[src/rtl/pwm_dac.sv]
// PWM output stage for the DDS voice path: captures the Mult product on an update edge,
// rounds/saturates it to OUT_W bits, double-buffers it and drives a glitch-free PWM bit.
module pwm_dac #(
    parameter int M     = 12,
    parameter int OUT_W = 8
) (
    input  logic             clk,
    input  logic             rst,
    input  logic [2*M-1:0]   mult,
    input  logic             update,
    input  logic             clr_ovr,
    output logic             pwm_out,
    output logic             sample_taken,
    output logic             period_start,
    output logic             overrun
);

    localparam logic [OUT_W-1:0] CNT_MAX  = '1;
    localparam logic [2*M:0]     HALF_LSB = (2*M+1)'(1) << (2*M-OUT_W-1);

    // Adding half an output LSB before truncating is the same as top + rb; the extra MSB carries overflow.
    function automatic logic [OUT_W:0] round_top(input logic [2*M-1:0] p);
        return (OUT_W+1)'(({1'b0, p} + HALF_LSB) >> (2*M-OUT_W));
    endfunction

    function automatic logic [OUT_W-1:0] sat_out(input logic [OUT_W:0] s);
        return s[OUT_W] ? CNT_MAX : s[OUT_W-1:0];
    endfunction

    logic [OUT_W-1:0] cnt;
    logic [OUT_W-1:0] duty;
    logic [OUT_W-1:0] pending;
    logic             pend_v;
    logic             update_d;

    logic             cap_p0;
    logic             wrap_p0;
    logic [OUT_W-1:0] rnd_p0;
    logic [OUT_W-1:0] cnt_nxt;
    logic [OUT_W-1:0] duty_nxt;
    logic             pend_v_nxt;
    logic             ovr_set;

    // Stage p0: capture decode, buffer hand-over and next duty selection
    always_comb begin
        cap_p0     = update & ~update_d;
        wrap_p0    = (cnt == CNT_MAX);
        rnd_p0     = sat_out(round_top(mult));
        cnt_nxt    = cnt + 1'b1;
        duty_nxt   = duty;
        pend_v_nxt = pend_v;
        ovr_set    = 1'b0;
        if (wrap_p0) begin
            if (cap_p0) begin
                duty_nxt = rnd_p0;
            end else if (pend_v) begin
                duty_nxt = pending;
            end
            pend_v_nxt = 1'b0;
        end else if (cap_p0) begin
            pend_v_nxt = 1'b1;
            ovr_set    = pend_v;
        end
    end

    // Stage p1: registered state and outputs; pwm_out compares the position it is about to enter
    always_ff @(posedge clk or posedge rst) begin
        if (rst) begin
            cnt          <= '0;
            duty         <= '0;
            pending      <= '0;
            pend_v       <= 1'b0;
            update_d     <= 1'b0;
            pwm_out      <= 1'b0;
            sample_taken <= 1'b0;
            period_start <= 1'b0;
            overrun      <= 1'b0;
        end else begin
            update_d     <= update;
            cnt          <= cnt_nxt;
            duty         <= duty_nxt;
            pend_v       <= pend_v_nxt;
            if (cap_p0) begin
                pending <= rnd_p0;
            end
            sample_taken <= cap_p0;
            period_start <= wrap_p0;
            pwm_out      <= (cnt_nxt < duty_nxt);
            overrun      <= ovr_set | (overrun & ~clr_ovr);
        end
    end

endmodule

[config.mk]
export PLATFORM = sky130hd
export DESIGN_NAME = pwm_dac
export DESIGN_NICKNAME = d
export VERILOG_FILES = /design/src/rtl/pwm_dac.sv
export SDC_FILE = /design/constraint.sdc
export NUM_CORES = 1
export LEC_CHECK = 0
export BUFFER_PORTS_ARGS = -buffer_cell sky130_fd_sc_hd__buf_2
export CAP_MARGIN = 5
export CORE_AREA = 2 2 50 71
export CTS_BUF_LIST = sky130_fd_sc_hd__clkbuf_4 sky130_fd_sc_hd__clkbuf_8 sky130_fd_sc_hd__clkbuf_16
export CTS_CLUSTER_DIAMETER = 120
export DETAILED_ROUTE_END_ITERATION = 10
export DIE_AREA = 0 0 52 73
export PLACE_DENSITY = 0.73
export SYNTH_ARGS = -nofsm -noshare
export SYNTH_HDL_FRONTEND = slang
export SYNTH_SLANG_ARGS = --single-unit
[constraint.sdc]
create_clock -name clk -period 3.35 [get_ports clk]
set_clock_uncertainty 0.05 [all_clocks]
set_input_delay 0.67 -clock clk [delete_from_list [all_inputs] [get_ports clk]]
set_output_delay 0.67 -clock clk [all_outputs]
set_load 0.02 [all_outputs]
==> impl_results.md <==
- Result of the run: finished, final reports clean
- Tightest Pin Transition: 595 ps
- CP Capture Type: flip-flop
- Yosys warning total: 0
- Detail-routed net length per standard cell: 16.4 um
- Hpwl dp: 2830 um
- Violation count after the first detailed-routing iteration: 41
- DRT Pass-1 Iters: 4
- # fillers: 279
- Critical-path cell list: ha_1 > and3_1 > nand2_2 > or3_1 > o221ai_1 > ha_1 > a21o_1 > o211ai_1 > a221oi_1 > a211oi_2
- CP peak stage delay: 440 ps
- Worst hold path class: input port to async pin
- Post-synth cell types: 44
- Clock root buffer: sky130_fd_sc_hd__clkbuf_8
- CTS max path bufs: 2
- Share of layout cells above drive strength 1: 0.202
- Core Region: ~3200 sq um
- Total of flip-flops plus latches after synthesis: 30
- Initial cell density of the core: 0.515
- Worst hold slack: roughly 330 ps
- Mean Syn Cell Area: a little over 10 sq um
- Cell area after layout: between 1500 and 2000 sq um
- Total vias in the final route: 1363
- Number of enable flip-flop cells after synthesis: 0
- Most common cell after layout, fill and taps aside: sky130_fd_sc_hd__dfrtp_1
- Initial antenna violation count: 0
- Residual overflow from global routing: 0
- Worst path required time: 3500 ps
- Standard cell area after detailed placement: roughly 1800 sq um
- Clock transition time at the flip-flop clock pins of the worst setup and hold paths: 70 ps
- Overall Global Routing Usage: 0.235
- Cell repeated most along the worst path: sky130_fd_sc_hd__ha_1
- Detail-routed via count per cell: just over 6
- Proportion of power drawn by combinational gates: 0.108
- Number of nets in the final layout: between 200 and 250
- Final total negative setup slack: 0 ps
- Endpoints failing setup: 0
- Number of gates given a new drive strength after cts: 0
- Cell with the biggest individual delay on the critical path: sky130_fd_sc_hd__dfrtp_1
- CP max FO: 16
- GR Layer Usage met3: 0.0553
- Upper clock frequency limit: 0.332 GHz
- Final Max Slew Viols: 0
- Peak supply drop: 0.308 mV
- Startpoint type of the worst setup path: flip-flop
- Synthesis-to-finish area growth: 15.1%
- Final hold violations: 0
- Post-Syn Area: between 1500 and 2000 sq um
- Via count of the first global-routing pass: 1398
- Total of max-cap violations: 0
- Slew HR: 0.603
- Remaining routing DRC violations: 0
- Most congested layer reported by global routing: met2
- Sequential share of the synthesized area: 0.453
- I/O pin count: 32
- Clock tree from TritonCTS: yes
- Prevailing post-synth register cell: sky130_fd_sc_hd__dfrtp_1
- Final RePlAce weighted congestion: 0.902
- Detailed Route WL: 3670 um
- FF+latch area: 751 sq um
- Post-DRT Antenna Nets: 0
- Wire length of the first global-routing pass: 6390 um
- Horizontal extent of the die: between 50 and 60 um
- Fin crit share: 0.898
- Post-CTS setup buffer count: 0
- Clock latency on the worst-skew pair: 290 ps
- Largest net degree at the start of global routing: 31
- Switching portion of total power: 0.247
- Crit Path Category: flip-flop to flip-flop
- Met2 usage in global routing: 0.398
- ANT cells: 0
- H-tree depth: 2
- Data arrival time of the critical path: around 3200 ps
- Post-Syn Nets: 197
- Row cnt: 25
- Count of mapped cells out of synthesis: between 150 and 200
- Sequential cell fraction of total power: 0.499
- Switching power summed over all nets: 194 uW
- # hold bufs at CTS: 0
- Min Tclk post-route: 3010 ps
- Count of buffers from port buffering: 16
- Cell family contributing the most delay on the critical path: simple AND/OR/NAND/NOR gates
- Sinks on the clock net: 30
- Area of the multi-input gates: 848 sq um
- Unrepaired setup endpoints after global routing: no
- DIE AREA: 3800 sq um
- Internal power component: 592 uW
- P_leak: between 0.0008 and 0.0009 uW
- Number of clock buffers inserted by TritonCTS: 5
- Highest-count cells in the layout ignoring fill and taps: sky130_fd_sc_hd__dfrtp_1, sky130_fd_sc_hd__buf_2, sky130_fd_sc_hd__nand2_1, sky130_fd_sc_hd__nor2_1, sky130_fd_sc_hd__ha_1
- Die height: 73 um
- Relative contribution of the clock network to total power: 0.393
- GR Util met1: 0.256
- Sum of internal, switching and leakage power: 786 uW
- Number of buffer and inverter stages on the critical path: 0
- Total power per unit cell area: between 400 and 500 nW/um^2
- Post-synth ARST share: 1.00
==> worst paths after layout <==
check | startpoint | endpoint | slack [ps] | depth (start not counted)
min in group clk | pending[7] | pending[7] | 420 | 2
hold reg to reg | pending[7] | pending[7] | 420 | 2
max in group asynchronous | rst | pending[7] | 2460 | 3
setup reg to reg | cnt[0] | pwm_out | 340 | 10
setup / recovery | cnt[0] | pwm_out | 340 | 10
hold / removal | rst | duty[5] | 330 | 2
==> power by group through the flow <==
| stage | sequential [uW] | clock [uW] | combinational (uW) |
|---|---|---|---|
| 2_1_floorplan | 397 | 0 | 53.9 |
| 3_3_place_gp | 397 | 0 | 76.7 |
| 3_5_place_dp | 398 | 0 | 81.5 |
| 5_1_grt | 394 | 325 | 97.2 |
| 4_1_cts | 392 | 314 | 81.7 |
| 6_report | 392 | 309 | 85.1 |
==> layer usage <==
layer  share of wire  up-vias
met5               0        -
met3           0.033       11
li1                -      651
met1            0.39      668
met4           0.044        0
met2            0.53       33
==> metrics by stage <==
| step | worst slack, ps | instances | util |
|---|---|---|---|
| after global placement | 238 | 214 | 0.554 |
| after global routing | 110 | 223 | 0.592 |
| after floorplan | 664 | 160 | - |
| after CTS | 343 | 222 | 0.584 |
| final | 340 | 223 | 0.592 |
| after detailed placement | 161 | 214 | 0.554 |
==> registers in the layout, indices dropped and copies added, names as in the netlist <==
| signal | count |
|---|---|
| update_d | 1 |
| duty | 8 |
| pwm_out | 1 |
| overrun | 1 |
| cnt | 8 |
| pend_v | 1 |
| sample_taken | 1 |
| pending | 8 |
| period_start | 1 |
==> cell type report <==
| cell class | instances | area share |
|---|---|---|
| repair buffers | 21 | 0.0721 |
| clock buffers | 7 | 0.0472 |
| well taps | 40 | 0.0262 |
| flip-flops and latches | 30 | 0.393 |
| clock inverters | 1 | 0.00262 |
| inverters | 7 | 0.0138 |
| multi-input cells | 117 | 0.445 |
==> cells in the mapped netlist (4+ instances only) <==
| cell | number | area share |
|---|---|---|
| sky130_fd_sc_hd__a21o_1 | 4 | 0.018 |
| sky130_fd_sc_hd__a31oi_1 | 5 | 0.019 |
| sky130_fd_sc_hd__and3_1 | 5 | 0.019 |
| sky130_fd_sc_hd__buf_2 | 5 | 0.015 |
| sky130_fd_sc_hd__dfrtp_1 | 30 | 0.45 |
| sky130_fd_sc_hd__ha_1 | 9 | 0.068 |
| sky130_fd_sc_hd__inv_1 | 5 | 0.011 |
| sky130_fd_sc_hd__nand2_1 | 10 | 0.023 |
| sky130_fd_sc_hd__nand3_1 | 8 | 0.024 |
| sky130_fd_sc_hd__nor2_1 | 9 | 0.020 |
| sky130_fd_sc_hd__o211ai_1 | 4 | 0.018 |
| sky130_fd_sc_hd__o21a_1 | 4 | 0.018 |
| sky130_fd_sc_hd__o21ai_0 | 5 | 0.015 |
| sky130_fd_sc_hd__or3_1 | 4 | 0.015 |
| sky130_fd_sc_hd__xnor2_1 | 4 | 0.021 |
| sky130_fd_sc_hd__xor2_1 | 4 | 0.021 |
==> cells by family (layout without fill, tap and decap cells) <==
| logic type | Yosys count | after routing | synth area share |
|---|---|---|---|
| AOI/OAI and AO/OA | 50 | 50 | 0.238 |
| and+or+nand+nor | 49 | 49 | 0.157 |
| buffers and inverters | 13 | 36 | 0.0355 |
| xor gates and xnor gates | 8 | 8 | 0.0423 |
| muxes | 1 | 1 | 0.00679 |
| adders and majority gates | 9 | 9 | 0.0679 |
| DFF | 30 | 30 | 0.453 |
==> worst reg2reg max path, delay by kind of cell, from the launching register on <==
kind / cells / cell delay, ps
simple gates: 3 / 960
fa+ha+maj: 2 / 550
flops: 1 / 440
compound gates: 5 / 930
No activity file was read; power rests on OpenSTA's default activity.
